`config.mk`:
```
export PLATFORM = sky130hd
export DESIGN_NAME = mmio_ctrl
export DESIGN_NICKNAME = d
export VERILOG_FILES = /design/src/rtl/mmio_ctrl.sv
export SDC_FILE = /design/constraint.sdc
export NUM_CORES = 1
export LEC_CHECK = 0
export ABC_AREA = 1
export CAP_MARGIN = 20
export CORE_MARGIN = 2
export CORE_UTILIZATION = 43
export DETAILED_ROUTE_END_ITERATION = 8
export PLACE_DENSITY = 0.75
export SLEW_MARGIN = 5
export SYNTH_ARGS = -nofsm -noshare
export SYNTH_HDL_FRONTEND = slang
export SYNTH_SLANG_ARGS = --single-unit
```
`constraint.sdc`:
```
create_clock -name clk -period 3.6 [get_ports clk]
set_input_delay 0.36 -clock clk [delete_from_list [all_inputs] [get_ports clk]]
set_output_delay 0.36 -clock clk [all_outputs]
set_load 0.05 [all_outputs]
```
`src/rtl/mmio_ctrl.sv`:
```
// MMIO sequencing controller: UART transmit holding register, receive FIFO,
// cycle/retire counters and button-FIFO pop strobe for the I/O address region.
module mmio_ctrl #(
    parameter logic [3:0]  MMIO_TAG  = 4'b1000,
    parameter int unsigned RX_DEPTH  = 4,
    parameter int unsigned CNT_WIDTH = 32
) (
    input  logic                 clk,
    input  logic                 rst,
    input  logic [31:0]          addr,
    input  logic [31:0]          wdata,
    input  logic                 mem_we,
    input  logic                 mem_re,
    input  logic                 stall,
    input  logic                 inst_retire,
    output logic [7:0]           tx_data,
    output logic                 tx_valid,
    input  logic                 tx_ready,
    input  logic [7:0]           rx_data,
    input  logic                 rx_valid,
    output logic                 rx_ready,
    output logic                 trmt_full,
    output logic                 recv_empty,
    output logic [7:0]           recv_data,
    output logic [CNT_WIDTH-1:0] counter_cycle,
    output logic [CNT_WIDTH-1:0] counter_inst,
    input  logic                 buttons_empty,
    output logic                 buttons_rd_en
);

    localparam int unsigned AW = $clog2(RX_DEPTH);
    localparam logic [AW:0] PTR_ONE = {{AW{1'b0}}, 1'b1};
    localparam logic [CNT_WIDTH-1:0] CNT_ONE = {{(CNT_WIDTH-1){1'b0}}, 1'b1};

    typedef enum logic {StTxIdle, StTxBusy} tx_state_t;

    // Address decode; offsets come from the word index addr[5:2]
    logic       hit;
    logic [3:0] off;
    logic       tx_store;
    logic       rx_load;
    logic       cnt_clear;

    assign hit       = (addr[31:28] == MMIO_TAG) && !stall;
    assign off       = addr[5:2];
    assign tx_store  = hit && mem_we && (off == 4'h2);
    assign rx_load   = hit && mem_re && (off == 4'h1);
    assign cnt_clear = hit && mem_we && (off == 4'h6);

    assign buttons_rd_en = hit && mem_re && (off == 4'h9) && !buttons_empty;

    logic unused_bits;
    assign unused_bits = ^{addr[27:6], addr[1:0], wdata[31:8]};

    // ---------------- TX holding register ----------------
    tx_state_t  tx_state_q, tx_state_d;
    logic [7:0] tx_data_q;

    always_ff @(posedge clk or posedge rst) begin
        if (rst) begin
            tx_state_q <= StTxIdle;
        end else begin
            tx_state_q <= tx_state_d;
        end
    end

    always_comb begin
        tx_state_d = tx_state_q;
        unique case (tx_state_q)
            StTxIdle: if (tx_store) tx_state_d = StTxBusy;
            StTxBusy: if (tx_ready) tx_state_d = StTxIdle;
            default:  tx_state_d = StTxIdle;
        endcase
    end

    always_comb begin
        tx_valid  = (tx_state_q == StTxBusy);
        trmt_full = (tx_state_q == StTxBusy);
    end

    // Stores while busy, including the handshake cycle, are dropped
    always_ff @(posedge clk or posedge rst) begin
        if (rst) begin
            tx_data_q <= 8'h00;
        end else if ((tx_state_q == StTxIdle) && tx_store) begin
            tx_data_q <= wdata[7:0];
        end
    end

    assign tx_data = tx_data_q;

    // ---------------- RX FIFO ----------------
    logic [7:0]  rx_mem [RX_DEPTH];
    logic [AW:0] wr_ptr_q, rd_ptr_q;
    logic        rx_full;
    logic        rx_push;
    logic        rx_pop;

    assign rx_full    = (wr_ptr_q[AW] != rd_ptr_q[AW]) &&
                        (wr_ptr_q[AW-1:0] == rd_ptr_q[AW-1:0]);
    assign recv_empty = (wr_ptr_q == rd_ptr_q);
    assign rx_pop     = rx_load && !recv_empty;
    // A pop frees a slot in the same cycle, so a full FIFO still accepts
    assign rx_ready   = !rx_full || rx_pop;
    assign rx_push    = rx_valid && rx_ready;
    assign recv_data  = rx_mem[rd_ptr_q[AW-1:0]];

    always_ff @(posedge clk or posedge rst) begin
        if (rst) begin
            wr_ptr_q <= '0;
            rd_ptr_q <= '0;
            for (int unsigned i = 0; i < RX_DEPTH; i++) begin
                rx_mem[i] <= 8'h00;
            end
        end else begin
            if (rx_push) begin
                rx_mem[wr_ptr_q[AW-1:0]] <= rx_data;
                wr_ptr_q                 <= wr_ptr_q + PTR_ONE;
            end
            if (rx_pop) begin
                rd_ptr_q <= rd_ptr_q + PTR_ONE;
            end
        end
    end

    // ---------------- Counters ----------------
    logic [CNT_WIDTH-1:0] cycle_q;
    logic [CNT_WIDTH-1:0] inst_q;

    always_ff @(posedge clk or posedge rst) begin
        if (rst) begin
            cycle_q <= '0;
            inst_q  <= '0;
        end else if (cnt_clear) begin
            cycle_q <= '0;
            inst_q  <= '0;
        end else begin
            cycle_q <= cycle_q + CNT_ONE;
            if (inst_retire) begin
                inst_q <= inst_q + CNT_ONE;
            end
        end
    end

    assign counter_cycle = cycle_q;
    assign counter_inst  = inst_q;

endmodule

```
Word-level counts from Yosys, hierarchy flattened
Index checks and enable logic that the tools add are counted.
{ "word_totals": {"reg_bits": 111, "in_bits": 81, "out_inout_bits": 85} }
{ "op_classes": {"n_addsub": 4, "n_lt_le_gt_ge": 3, "eq_ne": 8, "mux": 12, "bitwise_logic": 3, "reduce_logical": 19} }
{ "op_table": {"columns": ["operator", "n"], "rows": [
  ["$mux W32", 3],
  ["$add A32 B1 Y32 const B", 2],
  ["$bwmux W32", 1],
  ["$mux W8", 3],
  ["$bmux W8 S2", 1],
  ["$demux W8 S2", 1],
  ["$logic_and A1 B1 Y1", 13],
  ["$eq A4 B4 Y1 const B", 2],
  ["$add A3 B1 Y3 const B", 2],
  ["$ge A3 B3 Y1 const B", 2],
  ["$not A2 Y3", 2],
  ["$eq A4 B1 Y1 const B", 1],
  ["$eq A4 B2 Y1 const B", 1],
  ["$eq A4 B3 Y1 const B", 1],
  ["$logic_not A1 Y1", 4],
  ["$eq A3 B3 Y1", 1],
  ["$lt A3 B1 Y1 const B", 1],
  ["$eq A2 B2 Y1", 1],
  ["$mux W1", 2],
  ["$pmux W1 S2", 1],
  ["$reduce_bool A2 Y1", 1],
  ["$logic_or A1 B1 Y1", 1],
  ["$ne A1 B1 Y1", 1],
  ["$not A1 Y1", 1]
]} }

Logic depth before layout (Yosys ltp)
{ "depth": {"depth_word": 7, "mapped_depth": 10} }

Worst setup path before layout
OpenSTA, ideal clock, no wires.
{ "synth_path": {"path_type": "input -> output", "startpoint": "input port addr[29]", "endpoint": "output port buttons_rd_en", "arrival_ns": 1.808, "slack_ns": 1.432, "path_stages": 5, "n_path_buf": 0, "path_cell_list": "nor2_1 > nand2_1 > nor2_4 > nand4_1 > nor3_1"} }
{ "synth_between": {"elab_chain_len": 5} }
{ "synth_rtl": {"columns": ["item", "line", "source"], "rows": [
  ["from (decl)", "10", "input logic [31:0] addr,"],
  ["$eq A4 B4 Y1", "44", "assign hit = (addr[31:28] == MMIO_TAG) && !stall;"],
  ["$logic_and A1 B1 Y1", "44", null],
  ["$logic_and A1 B1 Y1 (3 in series)", "50", "assign buttons_rd_en = hit && mem_re && (off == 4'h9) && !buttons_empty;"],
  ["to (decl)", "28", "output logic buttons_rd_en"]
]} }
No other way between the ends.

Worst setup path after layout
{ "layout_path": {"startpoint": "register rd_ptr_q[0]", "endpoint": "output port recv_data[4]"} }
{ "layout_between": {"elab_chain_len": 4} }
{ "layout_rtl": {"columns": ["item", "line", "source"], "rows": [
  ["from (decl)", "94", "logic [AW:0] wr_ptr_q, rd_ptr_q;"],
  ["from (signal assigned)", "121", "rd_ptr_q <= rd_ptr_q + PTR_ONE;"],
  ["$not A2 Y3 (not written as such)", "106", "assign recv_data = rx_mem[rd_ptr_q[AW-1:0]];"],
  ["$bmux W8 S2", "106", null],
  ["$mux W8 (not written as such) (2 in series)", "106", null],
  ["to (decl)", "24", "output logic [7:0] recv_data,"]
]} }
No other way between the ends. The select of a mux whose other input is x is not followed.

==> out/metrics.csv <==
stage,metric,value,unit
timing,final period utilization,83.2,%
detailed_routing,DRC Markers,0,
final_layout,"most common cell after layout, fill and taps aside",nand2_1,
floorplan,die height,125,microns
timing,fmax,334,MHz
final_layout,share of layout cells above drive strength 1,6.67,%
final_layout,Filler Cells Inserted,1358,
setup_path,critical-path cell list,"inv_1, o21ai_0, o22ai_1, clkdlybuf4s50_1",
timing,Setup TNS,0,ns
floorplan,Core ar.,14400,sq um
worst_hold_path,Hold Path Class,in -> async,
clock_network,cts repair resizes,0,
clock_network,# hold bufs at CTS,0,
final_layout,most frequent cells in the layout,"nand2_1 (255), nor2_1 (150), clkdlybuf4s50_1 (116)",
pwr,Internal Power,2770,uW
detailed_routing,Iter 0 DRT Violations,404,
timing,clk_skew,0.00642,ns
place,HPWL Detailed,11500,microns
yosys,Cell variety after synth,35,
timing,Final Max Slew Viols,0,
setup_path,CP top delay family,buffers and inverters,
floorplan,I/O pin total,166,
yosys,Synth Warn #,0,
detailed_routing,routed via count,5859,
setup_path,"Arr. time, crit path",2.64,ns
final_layout,Diodes inserted,0,
clock_network,"Setup Fix Bufs, Post-CTS",0,
detailed_routing,WL/cell,13.3,microns
clock_network,clk slew on worst S/H paths,0.07,ns
setup_path,critical-path maximum fanout,19,
grt,total global routing overflow,0,
grt,initial antenna violation count,0,
grt,vias in the first global route,5554,
timing,Worst-Margin Slew,0.846,ns
grt,All-Layer GR Usage,20.6,%
yosys,syn avg cell area,7.24,sq um
clock_network,H-tree depth,3,
clock_network,CTS Buf Count,9,
yosys,Syn Nets,951,
flow_run,max-cap violations,0,
place,Placed Cells,1143,
setup_path,Bufs and invs on worst path,2,
final_layout,area delta synth->final,26.2,%
timing,relative slew slack,43.4,%
yosys,synthesized area,6250,sq um
setup_path,Worst Path Required,3.24,ns
place,port bufs,117,
floorplan,die width,125,microns
setup_path,critical path class,reg -> out,
clock_network,later-pin clock latency in the skew report,0.35,ns
pwr,power density cells,593,nW/um^2
setup_path,slowest CP cell,dfrtp_1,
pwr,Comb power frac,37.9,%
pwr,worst vdd ir,0.377,mV
detailed_routing,vias per cell,5.06,
clock_network,clock tree buffer depth,2,
final_layout,fin cells,1159,
floorplan,Initial Util,43.5,%
yosys,"Seq/Total Area, Yosys",44.5,%
clock_network,root buffer cell,clkbuf_16,
final_layout,Nets,1058,
clock_network,TritonCTS clock tree,built,
final_layout,Final Util,54.9,%
pwr,Leakage,0.00380,uW
timing,final hold vios,0,
setup_path,Crit path largest cell delay,0.78,ns
clock_network,Clock Sinks,111,
yosys,Seq cells post-synth,111,
pwr,switching share of power,40.8,%
pwr,Tot Pwr,4670,uW
timing,Final Setup Violations,0,
floorplan,Rows,44,
setup_path,startpoint class of the critical path,flop,
detailed_routing,Post-Route WL,15400,microns
setup_path,endpoint type of the worst setup path,output port,
detailed_routing,DRT Pass-1 Iters,5,
timing,RSZ-0062 raised after global routing,false,
pwr,Flop pwr share,38.6,%
place,RD Place Congestion,0.868,
floorplan,die area,15500,sq um
run_status,status,"finished, final reports clean",
pwr,power share of the clock group,23.6,%
yosys,Synth Instances,863,
grt,first-pass GRT wire length,26500,microns
grt,largest net degree at the start of global routing,50,
detailed_routing,Antenna Nets Post-Route,0,
timing,post-layout min period,3.00,ns
pwr,Switch Pwr,1910,uW
==> final timing paths <==
path	startpoint	endpoint	slack [ns]	cells past startpoint
min in group clk	rx_mem[12]	rx_mem[12]	0.47	2
worst max-delay path	rd_ptr_q[0]	recv_data[4]	0.60	4
max in group asynchronous	rst	rx_mem[28]	2.50	3
worst max register to register	rd_ptr_q[0]	rx_mem[21]	1.38	8
worst min-delay path	rst	counter_inst[29]	0.43	2
worst min register to register	rx_mem[12]	rx_mem[12]	0.47	2
==> layer usage <==
layer,vias up,wire [microns],track usage [%]
met3,21,863,3.57
met1,2683,6970,28.3
met2,171,7260,32.9
met4,0,277,7.34
li1,2984,-,-
met5,-,0,0
==> per-stage QoR <==
| stage | hold slack [ns] | setup WS, ns | area (sq um) |
|---|---|---|---|
| 2_1_floorplan | 0.437 | 0.309 | 6250 |
| 3_3_place_gp | 0.449 | 1.01 | 7550 |
| 3_5_place_dp | 0.455 | 0.996 | 7550 |
| 4_1_cts | 0.462 | 0.612 | 7880 |
| 5_1_grt | 0.489 | 0.348 | 7880 |
| 6_report | 0.431 | 0.604 | 7880 |
==> power groups by stage <==
stage               Sequential, uW  Combinational (uW)  Clock (uW)
CTS                           1800                1780        1130
detailed placement            1820                1780           0
global route                  1840                1930        1190
floorplan                     2100                 943           0
finish                        1800                1770        1100
global placement              1810                1750           0
==> worst reg2reg max path: stages (launching register included) <==
cell and delay (ns):
dfrtp_1 0.78, xnor2_2 0.15, nand2_1 0.09, nor2_1 0.06, nand2_1 0.37, buf_4 0.28, nand3_2 0.20, nand2_1 0.15
nand2_1 0.05
==> flip-flops by register name, indices dropped and copies added, names as in the netlist <==
name and count:
counter_inst 32, rd_ptr_q 3, wr_ptr_q 3, rx_mem 32, tx_data 8, counter_cycle 32
trmt_full 1
==> cell usage after synthesis, drive strengths merged <==
master / count / area (sq um)
and2: 2 / 12.5
o21ai: 47 / 235
and3: 2 / 12.5
xor2: 6 / 52.6
o21a: 1 / 7.51
buf: 22 / 139
nand4: 45 / 282
inv: 88 / 330
xnor2: 5 / 51.3
nor3: 22 / 130
nand2: 257 / 970
a21oi: 21 / 105
nand3: 46 / 278
o22ai: 8 / 50.1
dfrtp: 111 / 2780
a31oi: 2 / 12.5
nor2: 161 / 661
nor3b: 1 / 7.51
a211oi: 1 / 7.51
nand3b: 2 / 15.0
clkbuf: 6 / 22.5
ha: 7 / 87.6
==> area by class of cell <==
type | count | area (sq um) | share of cell area (%)
Clock buffer | 11 | 253 | 3.21
Clock inverter | 5 | 80.1 | 1.02
Inverter | 88 | 333 | 4.22
Multi-Input combinational cell | 636 | 2980 | 37.8
Sequential cell | 111 | 2780 | 35.2
Tap cell | 184 | 230 | 2.92
Timing Repair Buffer | 124 | 1230 | 15.6
==> kinds of logic after synthesis <==
family	after synthesis	synth area share, %
simple gates	538	37.9
xor+xnor	11	1.66
fa+ha+maj	7	1.40
compound gates	80	6.69
buf+inv	116	7.87
flops	111	44.5
Note: power is estimated with default switching activity, not from simulation.
